$ cat config.mk
export PLATFORM = sky130hd
export DESIGN_NAME = count_wrap_monitor
export DESIGN_NICKNAME = d
export VERILOG_FILES = /design/src/rtl/count_wrap_monitor.sv
export SDC_FILE = /design/constraint.sdc
export NUM_CORES = 1
export LEC_CHECK = 0
export ABC_AREA = 0
export BUFFER_PORTS_ARGS = -buffer_cell sky130_fd_sc_hd__buf_4
export CAP_MARGIN = 0
export CORE_ASPECT_RATIO = 0.8
export CORE_MARGIN = 2
export CORE_UTILIZATION = 50
export CTS_CLUSTER_DIAMETER = 30
export DETAILED_ROUTE_END_ITERATION = 8
export PLACE_DENSITY = 0.74
export SLEW_MARGIN = 30
export SYNTH_ARGS = -nofsm -noshare
export SYNTH_HDL_FRONTEND = slang
export SYNTH_SLANG_ARGS = --single-unit
$ cat constraint.sdc
create_clock -name clk -period 2.2 [get_ports clk]
set_clock_uncertainty 0.05 [all_clocks]
set_input_delay 0.44 -clock clk [delete_from_list [all_inputs] [get_ports clk]]
set_output_delay 0.44 -clock clk [all_outputs]
set_load 0.01 [all_outputs]
$ cat src/rtl/count_wrap_monitor.sv
// Watches a free-running count stream, counts max->0 wraps, fires a sticky
// trigger at a programmed wrap count and flags any illegal count step.
module count_wrap_monitor #(
  parameter int CNT_WIDTH   = 4,
  parameter int WRAP_TARGET = 4,
  parameter int WC_WIDTH    = 8
) (
  input  logic                 clk,
  input  logic                 rst,
  input  logic [CNT_WIDTH-1:0] count_in,
  input  logic                 count_valid,
  input  logic                 clear,
  output logic                 wrap_pulse,
  output logic [WC_WIDTH-1:0]  wrap_count,
  output logic                 trigger,
  output logic                 step_err,
  output logic [1:0]           state
);

  typedef enum logic [1:0] {
    IDLE  = 2'b00,
    TRACK = 2'b01,
    FIRED = 2'b10
  } state_t;

  localparam logic [CNT_WIDTH-1:0] CNT_MAX   = '1;
  localparam logic [WC_WIDTH-1:0]  WC_MAX    = '1;
  localparam logic [WC_WIDTH-1:0]  WC_TARGET = WRAP_TARGET[WC_WIDTH-1:0];

  state_t               r_state;
  logic [CNT_WIDTH-1:0] r_prev;
  logic                 r_wrap_pulse;
  logic [WC_WIDTH-1:0]  r_wrap_count;
  logic                 r_trigger;
  logic                 r_step_err;

  state_t               w_state_next;
  logic [CNT_WIDTH-1:0] w_prev_next;
  logic                 w_wrap_pulse_next;
  logic [WC_WIDTH-1:0]  w_wrap_count_next;
  logic                 w_trigger_next;
  logic                 w_step_err_next;

  logic [CNT_WIDTH-1:0] w_prev_inc;
  logic [WC_WIDTH-1:0]  w_wc_inc;
  logic                 w_tracking;
  logic                 w_is_stall;
  logic                 w_is_step;
  logic                 w_is_wrap;
  logic                 w_hit;

  // Sample classification against the previous accepted value.
  assign w_prev_inc = r_prev + 1'b1;
  assign w_wc_inc   = (r_wrap_count == WC_MAX) ? r_wrap_count : r_wrap_count + 1'b1;
  assign w_tracking = (r_state == TRACK) || (r_state == FIRED);
  assign w_is_stall = (count_in == r_prev);
  assign w_is_step  = (r_prev != CNT_MAX) && (count_in == w_prev_inc);
  assign w_is_wrap  = (r_prev == CNT_MAX) && (count_in == '0);
  assign w_hit      = w_is_wrap && (w_wc_inc == WC_TARGET);

  always_ff @(posedge clk) begin
    if (rst) begin
      r_state      <= IDLE;
      r_prev       <= '0;
      r_wrap_pulse <= 1'b0;
      r_wrap_count <= '0;
      r_trigger    <= 1'b0;
      r_step_err   <= 1'b0;
    end else begin
      r_state      <= w_state_next;
      r_prev       <= w_prev_next;
      r_wrap_pulse <= w_wrap_pulse_next;
      r_wrap_count <= w_wrap_count_next;
      r_trigger    <= w_trigger_next;
      r_step_err   <= w_step_err_next;
    end
  end

  always_comb begin
    w_state_next = r_state;
    if (clear) begin
      w_state_next = IDLE;
    end else if (count_valid) begin
      case (r_state)
        IDLE:    w_state_next = TRACK;
        TRACK:   if (w_hit) w_state_next = FIRED;
        FIRED:   w_state_next = FIRED;
        default: w_state_next = IDLE;
      endcase
    end
  end

  always_comb begin
    w_prev_next       = r_prev;
    w_wrap_pulse_next = 1'b0;
    w_wrap_count_next = r_wrap_count;
    w_trigger_next    = r_trigger;
    w_step_err_next   = r_step_err;
    if (clear) begin
      w_prev_next       = '0;
      w_wrap_count_next = '0;
      w_trigger_next    = 1'b0;
      w_step_err_next   = 1'b0;
    end else if (count_valid) begin
      w_prev_next = count_in;
      // The first sample after IDLE is only a capture, never judged.
      if (w_tracking) begin
        if (w_is_wrap) begin
          w_wrap_pulse_next = 1'b1;
          w_wrap_count_next = w_wc_inc;
          if (w_hit) w_trigger_next = 1'b1;
        end else if (!w_is_stall && !w_is_step) begin
          w_step_err_next = 1'b1;
        end
      end
    end
  end

  assign wrap_pulse = r_wrap_pulse;
  assign wrap_count = r_wrap_count;
  assign trigger    = r_trigger;
  assign step_err   = r_step_err;
  assign state      = r_state;

endmodule

Word-level counts from Yosys, hierarchy flattened

Index checks and enable logic that the tools add are counted.

Flip-flop bits (word level): 17

Add/subtract/negate cells: 2
Equality and inequality tests: 9
Multiplexer cells: 4
Bitwise gates (word level): 3
Reduce and logical (&&, ||, !) cells: 15

Operators by type and width:

| operator                                                         | count |
|---|---|
| 8-bit by 1-bit adder with 8-bit output (second input constant)   | 1 |
| 4-bit == test                                                    | 2 |
| 8-bit by 3-bit == test with 1-bit output (second input constant) | 1 |
| 8-bit == test (second input constant)                            | 1 |
| 8-bit 2-to-1 mux                                                 | 1 |
| 4-bit AND reduction                                              | 2 |
| 2-bit one-hot mux with 3 select lines                            | 1 |
| 4-bit by 1-bit adder with 4-bit output (second input constant)   | 1 |
| 4-bit == test (second input constant)                            | 1 |
| 1-bit logical AND                                                | 4 |
| 4-bit zero test                                                  | 1 |
| 4-bit != test (second input constant)                            | 1 |
| 4-bit OR reduction                                               | 1 |
| 1-bit NOT                                                        | 3 |
| 3-bit AND reduction                                              | 1 |
| 2-bit by 1-bit == test with 1-bit output (second input constant) | 1 |
| 2-bit == test (second input constant)                            | 1 |
| 1-bit zero test                                                  | 2 |
| 2-bit zero test                                                  | 1 |
| 2-bit 2-to-1 mux                                                 | 1 |
| 2-bit != test (second input constant)                            | 1 |
| 2-bit AND reduction                                              | 1 |
| 2-bit OR reduction                                               | 1 |
| 1-bit logical OR                                                 | 1 |
| 1-bit 2-to-1 mux                                                 | 1 |

Logic depth before layout (Yosys ltp)

Depth in word-level cells: 6
Depth in mapped cells: 7
Gate-level depth less buffers: 7

Least setup slack after synthesis

OpenSTA, ideal clock, no wires.

Path type: register -> register
Start: register r_wrap_count[0] (netlist: wrap_count[0])
End: register r_state[0] (netlist: state[0])
Library setup time: 72 ps
Data arrival time: 1909 ps
Data required time: 2078 ps
Slack: 169 ps
Stages on the path, launching flop included: 7
Period minus slack after synthesis: 2031 ps
Path through: dfxtp_1 > ha_1 > nand2_1 > nor2_1 > mux2_2 > o41ai_2 > mux2i_1

Word-level cells in the longest chain between the ends: 6
Elaborated cells between the ends (all ways): 7
Classes of those cells: 1 x add/sub; 3 x eq/ne; 1 x mux; 2 x reduce/logical

RTL lines:

| element                                                                        | line | text |
|---|---|---|
| from (decl)                                                                    | 33   | `logic [WC_WIDTH-1:0] r_wrap_count;` |
| from (signal assigned)                                                         | 73   | `r_wrap_count <= w_wrap_count_next;` |
| 8-bit by 1-bit adder with 8-bit output / 8-bit == test (equally long branches) | 54   | `assign w_wc_inc = (r_wrap_count == WC_MAX) ? r_wrap_count : r_wrap_count + 1'b1;` |
| 8-bit 2-to-1 mux *                                                             | 54   |  |
| 8-bit by 3-bit == test with 1-bit output *                                     | 59   | `assign w_hit = w_is_wrap && (w_wc_inc == WC_TARGET);` |
| 1-bit logical AND *                                                            | 59   |  |
| 2-bit != test (no line) *                                                      | --   |  |
| 2-bit AND reduction (no line) *                                                | --   |  |
| to (signal assigned)                                                           | 70   | `r_state <= w_state_next;` |
| to (decl)                                                                      | 30   | `state_t r_state;` |

Every way passes the cells marked *; elsewhere a longest branch is shown, timed or not.
A chain may end at the register's enable or synchronous reset.

Final worst setup path

Start: register r_wrap_count[1] (netlist: wrap_count[1])
End: register r_state[0] (netlist: state[0])

The elaborated chain is that of the path after synthesis.

==> key figures <==
Outcome
  – Status: finished, final reports clean

STA
  – Final setup fails: 0
  – Worst slew pin tran: 475 ps
  – Unrepaired setup endpoints after global routing: false
  – Final Cycle Share: 0.931
  – FMAX: 488 MHz
  – Slew Limit Fails: 0
  – Endpoints failing hold: 0
  – TNS Setup: 0 ps
  – Hold_ws: 364 ps
  – Max_slew headroom: 0.675
  – Tmin final: slightly above 2000 ps

Pwr
  – Sw Ratio: 0.241
  – Clock share of power: 0.303
  – Register share of total power: 0.584
  – Combinational Power Share: 0.113
  – Power Internal: roughly 0.0004 W
  – P_sw: between 0.0001 and 0.00015 W
  – LEAKAGE: 0.496 nW
  – Worst vdd ir: 0.378 mV
  – P per Cell Area: 431 nW/um^2

Clock tree
  – CTS buffer count: 3
  – Worst skew pair latency: 290 ps
  – Post-CTS Setup Inserts: 0
  – CTS tree: done
  – Max clock buf depth: 2
  – H-tree levels: 1
  – Clk sinks: 17
  – Clock Tree Root: clkbuf_4
  – Clock-pin slew on the worst setup and hold paths: 90 ps

Worst setup path
  – Critical R2R Launch: wrap_count[1]
  – CP Max Fanout: 5
  – Reg-to-reg setup timing slack: 150 ps
  – CP Capture Type: flop
  – Critical path arrival: 2210 ps
  – Worst setup SP type: flop
  – Cells on worst reg2reg path: 6
  – Critical path type: reg2reg
  – Worst EP required: 2360 ps
  – R2R Path End: state[0]

Die
  – Std-Cell Rows: 14
  – Core box area: approximately 1900 sq um
  – Die area: 2440 sq um
  – Die extent in x: between 50 and 60 um
  – Initial Util: 0.540
  – Top-Level Pins: 21
  – Vert. Die Dim: around 45 um

Yosys
  – Primary FF master, synth: dfxtp_1
  – Mapped Cells: 117
  – Seq/Total Area, Yosys: 0.330
  – Syn nets: 129
  – Synth unique cells: 36
  – Fraction of registers with async set/reset: 0
  – Simple-Gate Fraction of Synth Area: 0.330
  – Largest family of logic cells by synthesized area: simple AND/OR/NAND/NOR gates
  – Adder-cell area share of the yosys netlist: 0.0485
  – Multiplexer share of the synthesized area: 0.0789
  – Seq cells post-synth: 17
  – EDFF count, synth: 0
  – Fraction of synthesized cell area in xor and xnor cells: 0.0934
  – Synth top area share: 0.330
  – Cell taking the most area after synthesis: dfxtp_1
  – Fraction of the mapped netlist area in compound gates: 0.103
  – Synth warn: 0
  – Avg Inst Size Synth: 8.81 sq um
  – Leading post-synthesis cells by cell area: dfxtp_1 (33%), mux2i_1 (6.8%), nor2_1 (6.2%)
  – Synthesized cell area: 1030 sq um
  – Synth top cells by count: dfxtp_1 (17), nor2_1 (17), nand2_1 (11), mux2i_1 (7), xor2_1 (6)

Global route
  – Remaining global-route overflow: 0
  – Overall fraction of global-route tracks in use: 0.222
  – First-pass GRT wire length: around 3800 um
  – Number of global-route vias before repair: just under 900
  – Initial antenna violation count: 0
  – Largest net degree at the start of global routing: 14

Place
  – Cell Area, Placed: 1220 sq um
  – Dpl hpwl: 1780 um
  – Placed insts: 161
  – Placer Congestion: 0.892
  – IO Port Bufs: 20

Hold path
  – Min-Delay Endpoint: r_prev[3]
  – WHS Path Cells: 3
  – Type of the most critical hold path: in2reg
  – Hold Crit Start: count_in[3]

Drt
  – # DRC: 0
  – WL/cell: 14.2 um
  – Drt pass-1 iters: 4
  – DR vias: 965
  – Initial DRC count: 11
  – Remaining antenna violation count after routing: 0
  – Routed Wire Length: about 2400 um
  – Vias per Instance: 5.85

Layout
  – Non-filler cells in the finished layout: 165
  – Finished Cell Area: 1260 sq um
  – Share of layout cells above drive strength 1: 0.248
  – N_diodes: 0
  – Fillcell total: 159
  – Final net count: ~150
  – Layout area overhead: 22.0%

Flow run
  – Max Cap Viol: 0
area by class of cell:
| cell class | instances | area [sq um] | share of cell area |
|---|---|---|---|
| multi-input cells | 96 | 688 | 0.547 |
| inverters | 2 | 7.51 | 0.00597 |
| clock buffers | 4 | 26.3 | 0.0209 |
| well taps | 24 | 30.0 | 0.0239 |
| repair buffers | 22 | 165 | 0.131 |
| flip-flops and latches | 17 | 340 | 0.271 |
what timing repair did:
item	CTS	global route
setup endpoints to repair	0	2
gates resized for setup	0	2
hold buffers	0	0
placed cells by master (no fill, tap or decap), types with 4 or more instances in the layout:
| master | synthesis | layout |
|---|---|---|
| dfxtp_1 | 17 | 17 |
| xor2_1 | 6 | 6 |
| nand3_1 | 5 | 5 |
| mux2i_1 | 7 | 7 |
| buf_4 | 0 | 22 |
| nor2_1 | 17 | 17 |
| nor3_1 | 4 | 4 |
| nand2_1 | 11 | 11 |
| xnor2_1 | 5 | 5 |
how the worst max path moves through the flow:
stage                   from       endpoint  slack [ps]  cells past startpoint
4_1_cts        wrap_count[1]       state[1]         130                      6
6_report       wrap_count[1]       state[0]         150                      6
2_1_floorplan  wrap_count[0]       state[0]         170                      6
3_5_place_dp   wrap_count[1]       state[0]         150                      6
3_3_place_gp   wrap_count[1]       state[1]         260                      6
5_1_grt             state[0]  wrap_count[6]           9                      7
metrics by stage:
stage,worst slack (ps),power [W],util
3_3_place_gp,264,0.000380,0.638
2_1_floorplan,169,0.000358,-
4_1_cts,131,0.000545,0.651
3_5_place_dp,146,0.000383,0.638
5_1_grt,8.97,0.000573,0.659
6_report,153,0.000542,0.659
layer usage:
layer,global-route usage,up-vias,share of wire
met3,0.0777,8,0.053
met2,0.336,38,0.46
met4,0.0950,0,0.020
met5,0,-,0
li1,-,473,-
met1,0.283,446,0.47
state kept, by name, summed over array words and instances, names as in the netlist:
signal / flops
state: 2
step_err: 1
wrap_pulse: 1
trigger: 1
wrap_count: 8
r_prev: 4
power groups by stage:
| stage | clock network [W] | registers [W] | logic (W) |
|---|---|---|---|
| 3_5_place_dp | 0 | 0.000324 | 0.0000590 |
| 4_1_cts | 0.000169 | 0.000317 | 0.0000594 |
| 5_1_grt | 0.000189 | 0.000317 | 0.0000662 |
| 3_3_place_gp | 0 | 0.000323 | 0.0000565 |
| 6_report | 0.000164 | 0.000317 | 0.0000612 |
| 2_1_floorplan | 0 | 0.000323 | 0.0000342 |
kinds of logic (layout without fill, tap and decap cells):
kind of cell / Yosys count / in the layout
flip-flops: 17 / 17
buffers and inverters: 4 / 28
adder cells (fa/ha/maj): 4 / 4
AND/OR/NAND/NOR: 59 / 59
multiplexers: 8 / 8
AO/OA/AOI/OAI: 14 / 14
XOR/XNOR: 11 / 11
worst max-delay path, cell delays in order, from the launching register on:
cell	delay, ps
dfxtp_1	410
ha_2	250
nand2_1	90
nor2_1	150
mux2_2	390
o41ai_4	390
mux2i_1	250
(Power assumes the default switching activity.)
